==> config.mk <==
export PLATFORM = sky130hd
export DESIGN_NAME = unsort4_flat
export DESIGN_NICKNAME = d
export VERILOG_FILES = /design/src/rtl/unsort4_if.sv /design/src/rtl/unsort4.sv /design/src/flat_wrapper.sv
export SDC_FILE = /design/constraint.sdc
export NUM_CORES = 1
export LEC_CHECK = 0
export ABC_AREA = 1
export ABC_CLOCK_PERIOD_IN_PS = 1800
export BUFFER_PORTS_ARGS = -buffer_cell sky130_fd_sc_hd__buf_4
export CORE_UTILIZATION = 25
export DETAILED_ROUTE_END_ITERATION = 16
export SYNTH_ARGS = -nofsm -noshare
export SYNTH_HDL_FRONTEND = slang
export SYNTH_SLANG_ARGS = --single-unit
export TNS_END_PERCENT = 20
==> constraint.sdc <==
create_clock -name clk -period 1.8 [get_ports clk]
set_clock_uncertainty 0.1 [all_clocks]
set_input_delay 0.18 -clock clk [delete_from_list [all_inputs] [get_ports clk]]
set_output_delay 0.18 -clock clk [all_outputs]
set_load 0.02 [all_outputs]
==> src/rtl/unsort4_if.sv <==
// Handshake and data bundle for the unsort4 scatter engine.
// The master drives input tuples and the consumer's ready; the slave (the engine)
// returns the restored words together with the permutation error flag.
interface unsort4_if #(
    parameter int t = 3
);
    logic         in_valid;
    logic         in_ready;
    logic [t:0]   sa;
    logic [t:0]   sb;
    logic [t:0]   sc;
    logic [t:0]   sd;
    logic [7:0]   rank;
    logic         out_valid;
    logic         out_ready;
    logic [t:0]   ra;
    logic [t:0]   rb;
    logic [t:0]   rc;
    logic [t:0]   rd;
    logic         perm_err;

    modport master (
        output in_valid, sa, sb, sc, sd, rank, out_ready,
        input  in_ready, out_valid, ra, rb, rc, rd, perm_err
    );

    modport slave (
        input  in_valid, sa, sb, sc, sd, rank, out_ready,
        output in_ready, out_valid, ra, rb, rc, rd, perm_err
    );
endinterface

==> src/rtl/unsort4.sv <==
// unsort4: restores four sorted words to their original order.
// Accepts a tuple in IDLE, writes one restored word per cycle in SCATTER
// (r_k = s[rank_k]), then presents the result in DONE until the consumer takes it.
// Duplicate rank indices are scattered as given and reported via perm_err.
module unsort4 #(
    parameter int t = 3
) (
    input  logic      clk,
    input  logic      rst,
    unsort4_if.slave  bus
);

    typedef enum logic [1:0] {
        IDLE    = 2'd0,
        SCATTER = 2'd1,
        DONE    = 2'd2
    } state_t;

    state_t      state_reg;
    state_t      state_next;

    logic [t:0]  s_in [4];
    logic [t:0]  s_reg [4];
    logic [t:0]  r_reg [4];
    logic [7:0]  rank_reg;
    logic [3:0]  seen_reg;
    logic        perm_err_reg;
    logic [1:0]  k_reg;

    logic [1:0]  rank_k;
    logic [3:0]  rank_onehot;
    logic        in_ready_comb;
    logic        out_valid_comb;
    logic        accept;

    assign s_in[0] = bus.sa;
    assign s_in[1] = bus.sb;
    assign s_in[2] = bus.sc;
    assign s_in[3] = bus.sd;

    // Sorted index of the word being restored this cycle, and its one-hot form.
    assign rank_k      = rank_reg[{k_reg, 1'b0} +: 2];
    assign rank_onehot = 4'b0001 << rank_k;

    // in_ready is forced low for as long as reset is asserted.
    assign bus.in_ready  = in_ready_comb & ~rst;
    assign bus.out_valid = out_valid_comb;
    assign bus.perm_err  = perm_err_reg;
    assign bus.ra        = r_reg[0];
    assign bus.rb        = r_reg[1];
    assign bus.rc        = r_reg[2];
    assign bus.rd        = r_reg[3];

    assign accept = (state_reg == IDLE) && bus.in_valid;

    // State register.
    always_ff @(posedge clk or posedge rst) begin
        if (rst) begin
            state_reg <= IDLE;
        end else begin
            state_reg <= state_next;
        end
    end

    // Next-state and handshake outputs.
    always_comb begin
        state_next     = state_reg;
        in_ready_comb  = 1'b0;
        out_valid_comb = 1'b0;
        case (state_reg)
            IDLE: begin
                in_ready_comb = 1'b1;
                if (bus.in_valid) begin
                    state_next = SCATTER;
                end
            end
            SCATTER: begin
                if (k_reg == 2'd3) begin
                    state_next = DONE;
                end
            end
            DONE: begin
                out_valid_comb = 1'b1;
                if (bus.out_ready) begin
                    state_next = IDLE;
                end
            end
            default: begin
                state_next = IDLE;
            end
        endcase
    end

    // Per-word storage: latch sorted inputs on accept, scatter one word per cycle.
    for (genvar gi = 0; gi < 4; gi++) begin : g_word
        always_ff @(posedge clk or posedge rst) begin
            if (rst) begin
                s_reg[gi] <= '0;
                r_reg[gi] <= '0;
            end else if (accept) begin
                s_reg[gi] <= s_in[gi];
                r_reg[gi] <= '0;
            end else if (state_reg == SCATTER && k_reg == 2'(gi)) begin
                r_reg[gi] <= s_reg[rank_k];
            end
        end
    end

    // Rank tag, scatter counter and duplicate-index tracking.
    always_ff @(posedge clk or posedge rst) begin
        if (rst) begin
            rank_reg     <= '0;
            seen_reg     <= '0;
            perm_err_reg <= 1'b0;
            k_reg        <= '0;
        end else if (accept) begin
            rank_reg     <= bus.rank;
            seen_reg     <= '0;
            perm_err_reg <= 1'b0;
            k_reg        <= '0;
        end else if (state_reg == SCATTER) begin
            seen_reg <= seen_reg | rank_onehot;
            k_reg    <= k_reg + 2'd1;
            if (k_reg == 2'd3) begin
                perm_err_reg <= ((seen_reg | rank_onehot) != 4'b1111);
            end
        end
    end

endmodule
==> src/flat_wrapper.sv <==
// flat-port wrapper written by rule: the top's interface ports become plain ports
module unsort4_flat 
#(
    parameter int t = 3
)
  (clk, rst, bus_in_valid, bus_sa, bus_sb, bus_sc, bus_sd, bus_rank, bus_out_ready, bus_in_ready, bus_out_valid, bus_ra, bus_rb, bus_rc, bus_rd, bus_perm_err);
  unsort4_if #(.t(t)) bus_i ();
  input  logic clk;
  input  logic rst;
  input wire logic [$bits(bus_i.in_valid)-1:0] bus_in_valid;
  input wire logic [$bits(bus_i.sa)-1:0] bus_sa;
  input wire logic [$bits(bus_i.sb)-1:0] bus_sb;
  input wire logic [$bits(bus_i.sc)-1:0] bus_sc;
  input wire logic [$bits(bus_i.sd)-1:0] bus_sd;
  input wire logic [$bits(bus_i.rank)-1:0] bus_rank;
  input wire logic [$bits(bus_i.out_ready)-1:0] bus_out_ready;
  output wire logic [$bits(bus_i.in_ready)-1:0] bus_in_ready;
  output wire logic [$bits(bus_i.out_valid)-1:0] bus_out_valid;
  output wire logic [$bits(bus_i.ra)-1:0] bus_ra;
  output wire logic [$bits(bus_i.rb)-1:0] bus_rb;
  output wire logic [$bits(bus_i.rc)-1:0] bus_rc;
  output wire logic [$bits(bus_i.rd)-1:0] bus_rd;
  output wire logic [$bits(bus_i.perm_err)-1:0] bus_perm_err;
  assign bus_i.in_valid = bus_in_valid;
  assign bus_i.sa = bus_sa;
  assign bus_i.sb = bus_sb;
  assign bus_i.sc = bus_sc;
  assign bus_i.sd = bus_sd;
  assign bus_i.rank = bus_rank;
  assign bus_i.out_ready = bus_out_ready;
  assign bus_in_ready = bus_i.in_ready;
  assign bus_out_valid = bus_i.out_valid;
  assign bus_ra = bus_i.ra;
  assign bus_rb = bus_i.rb;
  assign bus_rc = bus_i.rc;
  assign bus_rd = bus_i.rd;
  assign bus_perm_err = bus_i.perm_err;
  unsort4 #(.t(t)) u_core (.clk(clk), .rst(rst), .bus(bus_i));
endmodule
==> impl_metrics.csv, run 1 <==
group,metric,value,unit
sta,hold_violations,0,
clock_tree,insertion_delay,300,ps
logic_synthesis,yosysTopAreaCell,"dfrtp_1",
floorplan,start_util,25.63,%
clock_tree,clockRootBuffer,"clkbuf_8",
logic_synthesis,synthMuxAreaShare,0,%
place,dpl.hpwl,3.952,mm
worst_setup_path,cp.required,1890,ps
drt,vias,2093,
power_and_ir_drop,p_total,0.005432,W
place,io_buffers,46,
worst_setup_path,cp-end-kind,"register",
sta,setup_viol,0,
logic_synthesis,yosysWarnings,0,
logic_synthesis,yosysTopAreaCellShare,52.02,%
logic_synthesis,synth_xor_area_share,0,%
logic_synthesis,ys_types,24,
power_and_ir_drop,p_leak,1.746,nW
drt,vias_per_cell,4.315,
worst_hold_path,hold_class,"input port to register",
run_status,status,"finished, final reports clean",
sta,worst_pin_slew,613.4,ps
worst_setup_path,critical_path.slowest_cell,"dfrtp_1",
power_and_ir_drop,ir_drop,555.4,uV
logic_synthesis,syn_nets,329,
logic_synthesis,synth_seq_area_share,52.02,%
floorplan,core,9196,um2
cells_and_area,antennaDiodeCount,0,
grt,groute.usage.overall,11.81,%
clock_tree,cts_buffers,5,
worst_setup_path,cp_num_buf_inv,3,
floorplan,die_h,99.11,um
cells_and_area,regArea,1227,um2
logic_synthesis,synth_compound_area_share,4.087,%
cells_and_area,fin_nets,405,
cells_and_area,final_cell_mix,"155 x nand2_1, 51 x buf_4, 48 x dfrtp_1",
logic_synthesis,post_synth_and_or_nand_nor_area_fraction,36.25,%
cells_and_area,n_fill_cell,990,
logic_synthesis,synth_top_family_by_area,"simple AND/OR/NAND/NOR gates",
drt,wire_per_inst,11.08,um
clock_tree,cts_max_level,2,
worst_setup_path,crit_chain,"inv_2, ha_1, inv_1, o21ai_1, inv_1, nand2_1, nand2_1",
floorplan,io_pins,47,
cells_and_area,final_common_cell,"nand2_1",
worst_setup_path,critPathArrivalTime,1720,ps
sta,hold_ws,346.0,ps
sta,drv_slew,0,
logic_synthesis,synth_fa_ha_area_share,2.123,%
clock_tree,clkTransAtPathRegs,90,ps
cells_and_area,drive_gt1_share,20.86,%
grt,grt_overflow,0,
cells_and_area,largest_reg_flops,16,
logic_synthesis,syn_inst,297,
place,routabilityCongestion,0.7983,
power_and_ir_drop,p_per_area,1693,nW/um2
sta,period_share,90.65,%
grt,antenna_found_initial,0,
sta,max_freq,612.8,MHz
grt,first_global_vias,2101,
floorplan,placementRows,35,
grt,grt_pass1_wl,9.363,mm
floorplan,die_x,99.11,um
clock_tree,numClockSinks,49,
worst_setup_path,critPathMaxStageDelay,490,ps
worst_setup_path,start_kind,"register",
logic_synthesis,synth_area,2357,um2
cells_and_area,syn_to_final_growth,36.09,%
logic_synthesis,synth_area_leaders,"dfrtp_1 52%, nand2_1 25%, nand3_1 5.7%, inv_1 2.2%, ha_1 2.1%",
sta,fin_crit,1632,ps
floorplan,design.die.area,9822,um2
worst_setup_path,path_class,"register to register",
clock_tree,cts_tree,"yes",
clock_tree,cts_max_path_buffers,2,
drt,drt_wl_total,5.374,mm
logic_synthesis,syn_avg_cell_area,7.937,um2
sta,rsz0062_at_grt,"no",
cells_and_area,multi_input_comb_area,1001,um2
worst_setup_path,cp_max_fo,8,
drt,dr.pass1.iters,6,
worst_setup_path,crit_family,"flip-flops",
grt,grt_max_degree,50,
sta,relSlewSlack,59.10,%
run,drv_cap,0,
sta,fin_setup_tns,0,ps
logic_synthesis,synth_seq_cells,49,
drt,drtAntennaViolNets,0,
drt,drc,0,
drt,drt_iter0_markers,59,
==> Yosys cell counts (all sizes together) <==
| master | count |
|---|---|
| dfrtp | 49 |
| o21ai | 8 |
| clkinv | 1 |
| o31ai | 1 |
| ha | 4 |
| nor2 | 3 |
| nor3 | 1 |
| inv | 20 |
| nand2 | 163 |
| a22o | 1 |
| clkbuf | 2 |
| buf | 6 |
| a21oi | 8 |
| nand3 | 30 |
==> metal layers <==
metal  part of all wire [%]  up-vias  track usage, %
li1                       -     1077               -
met1                     49      955           15.87
met2                     46       56           19.74
met3                    4.6        5           2.319
met4                   0.76        0           2.715
met5                      0        -               0
==> power by group <==
part	switching [W]	leakage (nW)	internal (W)
Combinational	0.00174	1.07	0.000978
Sequential	0.000339	0.623	0.00157
Clock	0.000351	0.0585	0.000453
Total	0.00243	1.75	0.00300
==> kinds of logic (layout without fill, tap and decap cells) <==
kind of cell | count (synthesis) | count (layout)
compound gates | 18 | 18
fa+ha+maj | 4 | 4
buf+inv | 29 | 106
flops | 49 | 49
simple gates | 197 | 197
==> final timing paths <==
path,from,end,slack [ps],cells past startpoint
hold / removal,bus_in_valid,u_core.seen_reg[2]$_DFFE_PP0P_,350,4
max in group asynchronous,rst,u_core.k_reg[0]$_DFFE_PP0P_,660,4
min in group asynchronous,rst,u_core.bus.rd[3]$_DFFE_PP0P_,500,4
setup / recovery,u_core.k_reg[1]$_DFFE_PP0P_,u_core.bus.rb[3]$_DFFE_PP0P_,170,7
setup reg to reg,u_core.k_reg[1]$_DFFE_PP0P_,u_core.bus.rb[3]$_DFFE_PP0P_,170,7
hold reg to reg,u_core.s_reg[13]$_DFFE_PP0P_,u_core.s_reg[13]$_DFFE_PP0P_,390,2
==> worst min-delay path: stages <==
cell	delay, ps
buf_4	110
nand3_2	200
a21oi_1	100
a21oi_1	100
==> layout make-up <==
class / count / share of cell area [%]
clock inverters: 1 / 0.9360
inverters: 21 / 2.535
multi-input cells: 219 / 31.20
repair buffers: 77 / 20.05
clock buffers: 7 / 2.691
well taps: 111 / 4.329
flip-flops and latches: 49 / 38.26
==> stage by stage <==
| stage | setup WS (ps) | instances | instance area [um2] | util [%] |
|---|---|---|---|---|
| after CTS | 102.3 | 485 | 3207 | 34.87 |
| final | 168.2 | 485 | 3208 | 34.88 |
| after detailed placement | 110.1 | 451 | 2830 | 30.78 |
| after floorplan | 338.9 | 297 | 2357 | - |
| after global routing | 30.97 | 485 | 3208 | 34.88 |
| after global placement | 138.6 | 451 | 2830 | 30.78 |
==> repair_timing <==
action	4_1_cts	5_1_grt
buffers inserted	0	0
resized for setup	0	1
setup endpoints to repair	0	17
hold buffers	26	0
endpoints found under the hold margin	74	0
No activity file was read; power rests on OpenSTA's default activity.
==> run 2, diff against run 1 <==
==> constraint.sdc (replaced) <==
create_clock -name clk -period 1.8 [get_ports clk]
set_clock_uncertainty 0.1 [all_clocks]
set_input_delay 0 -clock clk [delete_from_list [all_inputs] [get_ports clk]]
set_output_delay 0 -clock clk [all_outputs]
set_load 0.02 [all_outputs]
==> impl_metrics.csv, run 2 (synthesized netlist as in run 1, its figures left out) <==
group,metric,value,unit
run_status,status,"finished, final reports clean",
sta,hold_ws,110.3,ps
drt,vias,2088,
worst_setup_path,cp_num_buf_inv,3,
power_and_ir_drop,ir_drop,543.7,uV
sta,fin_crit,1642,ps
place,dp_cells,451,
cells_and_area,n_fill_cell,975,
floorplan,io_pins,47,
clock_tree,cts_max_level,2,
clock_tree,cts_buffers,5,
place,io_buffers,46,
worst_setup_path,crit_family,"flip-flops",
drt,drt_iter0_markers,78,
grt,first_global_vias,2074,
cells_and_area,fin_area,3182,um2
cells_and_area,antennaDiodeCount,0,
worst_setup_path,path_class,"register to register",
worst_setup_path,crit_chain,"inv_2, ha_1, inv_1, o21ai_1, inv_1, nand2_1, nand2_1",
worst_setup_path,regToRegSetupSlack,160,ps
clock_tree,clkTransAtPathRegs,90,ps
grt,groute.usage.overall,12.03,%
clock_tree,clockRootBuffer,"clkbuf_8",
power_and_ir_drop,p_int,0.002849,W
drt,dr.pass1.iters,6,
worst_setup_path,r2r-end,"u_core.bus.rb[1]$_DFFE_PP0P_",
worst_setup_path,critPathLaunch,"u_core.k_reg[1]$_DFFE_PP0P_",
power_and_ir_drop,p_leak,1.734,nW
cells_and_area,drive_gt1_share,20.91,%
drt,drt_wl_total,5.400,mm
sta,max_freq,609.1,MHz
floorplan,placementRows,35,
cells_and_area,fin_nets,405,
floorplan,die_h,99.11,um
drt,drc,0,
floorplan,core,9196,um2
sta,worst_pin_slew,323.1,ps
power_and_ir_drop,pwr-share-seq,36.3,%
sta,setup_viol,0,
power_and_ir_drop,swShare,45.99,%
worst_setup_path,worstRegToRegCells,7,
grt,grt_max_degree,27,
worst_setup_path,cp.required,1890,ps
grt,grt_pass1_wl,9.473,mm
worst_setup_path,r2r-start,"u_core.k_reg[1]$_DFFE_PP0P_",
clock_tree,numClockSinks,49,
place,place_area,2830,um2
place,routabilityCongestion,0.7967,
worst_setup_path,critPathArrivalTime,1740,ps
grt,grt_overflow,0,
power_and_ir_drop,power_frac_clock,12.3,%
power_and_ir_drop,p_comb_share,51.4,%
drt,drtAntennaViolNets,0,
worst_setup_path,endpoint,"u_core.bus.rb[1]$_DFFE_PP0P_",
sta,drv_slew,0,
worst_setup_path,cp-end-kind,"register",
drt,vias_per_cell,4.314,
clock_tree,cts_tree,"yes",
clock_tree,cts_max_path_buffers,2,
grt,antenna_found_initial,0,
drt,wire_per_inst,11.16,um
sta,hold_violations,0,
floorplan,die_x,99.11,um
sta,period_share,91.21,%
sta,fin_setup_tns,0,ps
worst_hold_path,hold_class,"input port to async pin",
cells_and_area,fin_cells,484,
power_and_ir_drop,p_per_area,1658,nW/um2
cells_and_area,largest_reg_flops,16,
clock_tree,insertion_delay,290,ps
floorplan,design.die.area,9822,um2
cells_and_area,final_cell_mix,"155 x nand2_1, 51 x buf_4, 48 x dfrtp_1",
sta,relSlewSlack,78.32,%
worst_setup_path,cp_max_fo,8,
worst_setup_path,start_kind,"register",
cells_and_area,regArea,1227,um2
floorplan,start_util,25.63,%
sta,rsz0062_at_grt,"no",
place,dpl.hpwl,4.025,mm
run,drv_cap,0,
cells_and_area,syn_to_final_growth,34.98,%
worst_setup_path,critical_path.slowest_cell,"dfrtp_1",
worst_setup_path,critPathMaxStageDelay,490,ps
cells_and_area,final_common_cell,"nand2_1",
worst_setup_path,cp.depth,7,
cells_and_area,multi_input_comb_area,1005,um2
power_and_ir_drop,p_sw,0.002425,W
clock_tree,cts_setup_buffers,0,
==> run 2: repair_timing <==
action / in CTS / in global routing
hold endpoints to repair: 74 / 0
gates resized for setup: 0 / 2
setup endpoints to repair: 0 / 17
hold buffers: 26 / 0
==> run 2: layout make-up <==
| class | instances | share of cell area [%] |
|---|---|---|
| Sequential cell | 49 | 38.58 |
| Multi-Input combinational cell | 219 | 31.58 |
| Timing Repair Buffer | 77 | 20.21 |
| Tap cell | 111 | 4.365 |
| Clock buffer | 7 | 2.713 |
| Inverter | 21 | 2.556 |
==> run 2: layer usage <==
layer	wire, um	track usage, %	up-vias
met5	0	0	-
met4	31	2.376	0
met3	266	2.600	5
met2	2469	20.33	47
met1	2631	15.97	963
li1	-	-	1073
==> run 2: worst min path at each step <==
stage / depth (start not counted) / end / slack (ps) / start
6_report: 3 / u_core.state_reg[1]$_DFFE_PP0P_ / 110 / rst
5_1_grt: 3 / u_core.state_reg[1]$_DFFE_PP0P_ / 130 / rst
4_1_cts: 3 / u_core.state_reg[1]$_DFFE_PP0P_ / 120 / rst
3_5_place_dp: 2 / u_core.state_reg[1]$_DFFE_PP0P_ / -110 / rst
3_3_place_gp: 2 / u_core.state_reg[1]$_DFFE_PP0P_ / -110 / rst
2_1_floorplan: 1 / bus_in_ready / -20 / rst
==> run 2: worst reg2reg max path, stage by stage, from the launching register on <==
cell     delay [ps]
dfrtp_1         490
inv_2           180
ha_1            170
inv_1            40
o21ai_1         290
inv_1           140
nand2_1          90
nand2_1          50
==> run 2: stage by stage <==
step / worst slack [ps] / power [W] / utilization, %
final: 158.3 / 0.005274 / 34.60
after global routing: 4.668 / 0.005814 / 34.60
after CTS: 80.55 / 0.005331 / 34.54
after detailed placement: 130.3 / 0.004616 / 30.78
after global placement: 129.9 / 0.004582 / 30.78
after floorplan: 338.9 / 0.003849 / -
==> run 2: power by group through the flow <==
stage	clock, W	combinational, W	sequential [W]
after global routing	0.000721	0.00311	0.00198
after global placement	0	0.00266	0.00193
after detailed placement	0	0.00268	0.00194
after floorplan	0	0.00188	0.00196
final	0.000651	0.00271	0.00191
after CTS	0.000677	0.00273	0.00192
==> run 3, diff against run 2 <==
Settings changed: ABC_CLOCK_PERIOD_IN_PS 1800 to 1600, CTS_BUF_LIST from default to sky130_fd_sc_hd__clkbuf_8.
Clock period 1.8 ns to 1.6 ns, I/O delays scaled along.
==> impl_metrics.csv, run 3 (synthesized netlist as in run 1, its figures left out) <==
group,metric,value,unit
run_status,status,"finished, violations left",
run_status,violations,"negative hold slack",
worst_hold_path,hold_class,"input port to register",
place,place_area,2878,um2
drt,wire_per_inst,11.40,um
place,dp_cells,454,
worst_setup_path,regToRegSetupSlack,70,ps
clock_tree,cts_max_level,2,
sta,fin_setup_tns,0,ps
cells_and_area,n_fill_cell,959,
floorplan,start_util,25.63,%
grt,grt_overflow,0,
worst_setup_path,crit_chain,"inv_4, nand2_1, nand2_1, nand2_1, nand2_2, nand2_1, nand2_1, nand2_1, o21ai_1, nand2_1",
place,pre_cts_ws,-76.56,ps
clock_tree,insertion_delay,300,ps
cells_and_area,antennaDiodeCount,0,
grt,grt_max_degree,27,
place,io_buffers,46,
grt,groute.usage.overall,12.33,%
power_and_ir_drop,p_per_area,1898,nW/um2
grt,grt_pass1_wl,9.722,mm
clock_tree,cts_buffers,5,
cells_and_area,syn_to_final_growth,38.85,%
worst_setup_path,path_class,"register to register",
drt,vias,2105,
sta,rsz0062_at_grt,"yes",
sta,relSlewSlack,64.08,%
clock_tree,cts_tree,"yes",
power_and_ir_drop,p_comb_share,53.8,%
drt,drt_iter0_markers,96,
power_and_ir_drop,swShare,46.04,%
grt,antenna_found_initial,0,
power_and_ir_drop,p_leak,1.773,nW
clock_tree,clockRootBuffer,"clkbuf_8",
power_and_ir_drop,p_sw,0.002861,W
clock_tree,numClockSinks,49,
run,drv_cap,0,
floorplan,die_h,99.11,um
cells_and_area,largest_reg_flops,16,
sta,worst_pin_slew,538.0,ps
drt,dr.pass1.iters,6,
cells_and_area,fin_area,3273,um2
power_and_ir_drop,p_int,0.003353,W
floorplan,die_x,99.11,um
cells_and_area,fin_cells,489,
clock_tree,clkTransAtPathRegs,90,ps
sta,hold_violations,1,
power_and_ir_drop,ir_drop,588.5,uV
place,routabilityCongestion,0.8007,
cells_and_area,final_common_cell,"nand2_1",
sta,setup_viol,0,
worst_setup_path,critical_path.slowest_cell,"dfrtp_2",
worst_setup_path,critPathArrivalTime,1630,ps
sta,period_share,95.32,%
drt,drc,0,
cells_and_area,drive_gt1_share,23.28,%
floorplan,design.die.area,9822,um2
worst_setup_path,crit_family,"simple AND/OR/NAND/NOR gates",
power_and_ir_drop,power_frac_clock,11.9,%
sta,drv_slew,0,
floorplan,core,9196,um2
clock_tree,cts_max_path_buffers,2,
worst_setup_path,start_kind,"register",
sta,fin_ws,74.91,ps
drt,vias_per_cell,4.305,
drt,drt_wl_total,5.577,mm
sta,fin_crit,1525,ps
drt,drtAntennaViolNets,0,
worst_setup_path,cp.required,1700,ps
worst_setup_path,cpMostUsedCell,"nand2_1",
grt,first_global_vias,2130,
sta,hold_ws,-9.932,ps
floorplan,io_pins,47,
floorplan,placementRows,35,
worst_setup_path,cp_max_fo,7,
cells_and_area,final_cell_mix,"152 x nand2_1, 54 x buf_4, 47 x dfrtp_1",
worst_setup_path,critPathMaxStageDelay,470,ps
sta,max_freq,655.7,MHz
cells_and_area,fin_nets,410,
worst_setup_path,cp-end-kind,"register",
worst_setup_path,cp_num_buf_inv,1,
power_and_ir_drop,pwr-share-seq,34.3,%
place,dpl.hpwl,4.061,mm
[run 3: routing by layer]
metal	track usage [%]	part of all wire [%]	up-vias
met5	0	0	-
met2	20.12	45	52
met1	16.22	49	966
li1	-	-	1081
met4	2.715	0.91	0
met3	3.654	5.1	6
[run 3: power groups by stage]
| stage | registers, W | logic [W] | clock network (W) |
|---|---|---|---|
| floorplan | 0.00221 | 0.00212 | 0 |
| global placement | 0.00216 | 0.00311 | 0 |
| global route | 0.00220 | 0.00379 | 0.000820 |
| finish | 0.00213 | 0.00334 | 0.000740 |
| CTS | 0.00213 | 0.00327 | 0.000753 |
| detailed placement | 0.00216 | 0.00316 | 0 |
[run 3: per-stage QoR]
stage | util [%] | power (W)
after floorplan | - | 0.004330
after global placement | 31.29 | 0.005267
after detailed placement | 31.29 | 0.005314
after CTS | 35.24 | 0.006153
after global routing | 35.59 | 0.006811
final | 35.59 | 0.006213
[run 3: final timing paths]
kind / from / to / cells past startpoint
max: u_core.k_reg[0]$_DFFE_PP0P_ / u_core.bus.perm_err$_DFFE_PP0P_ / 10
min: bus_in_valid / u_core.state_reg[0]$_DFFE_PP0P_ / 3
max reg2reg: u_core.k_reg[0]$_DFFE_PP0P_ / u_core.bus.perm_err$_DFFE_PP0P_ / 10
min reg2reg: u_core.bus.rb[3]$_DFFE_PP0P_ / u_core.bus.rb[3]$_DFFE_PP0P_ / 2
max in group asynchronous: rst / u_core.s_reg[3]$_DFFE_PP0P_ / 4
min in group asynchronous: rst / u_core.state_reg[1]$_DFFE_PP0P_ / 3
[run 3: final cells by class]
| class | count | area, um2 | share of cell area (%) |
|---|---|---|---|
| Timing Repair Buffer | 82 | 705.7 | 21.56 |
| Sequential cell | 49 | 1229 | 37.54 |
| Tap cell | 111 | 138.9 | 4.243 |
| Clock buffer | 6 | 82.58 | 2.523 |
| Multi-Input combinational cell | 219 | 1032 | 31.54 |
| Inverter | 21 | 81.33 | 2.485 |
| Clock inverter | 1 | 3.754 | 0.1147 |
[run 3: what timing repair did]
| item | in CTS | in global routing |
|---|---|---|
| gates cloned | 0 | 0 |
| hold endpoints to repair | 48 | 0 |
| endpoints found under the setup margin | 17 | 17 |
| gates resized for setup | 1 | 8 |
| hold buffers | 26 | 0 |
| buffers inserted | 2 | 0 |
[run 3: worst min-delay path: stages]
cell     delay [ps]
buf_4           120
nand3_4         160
o21ai_1          80
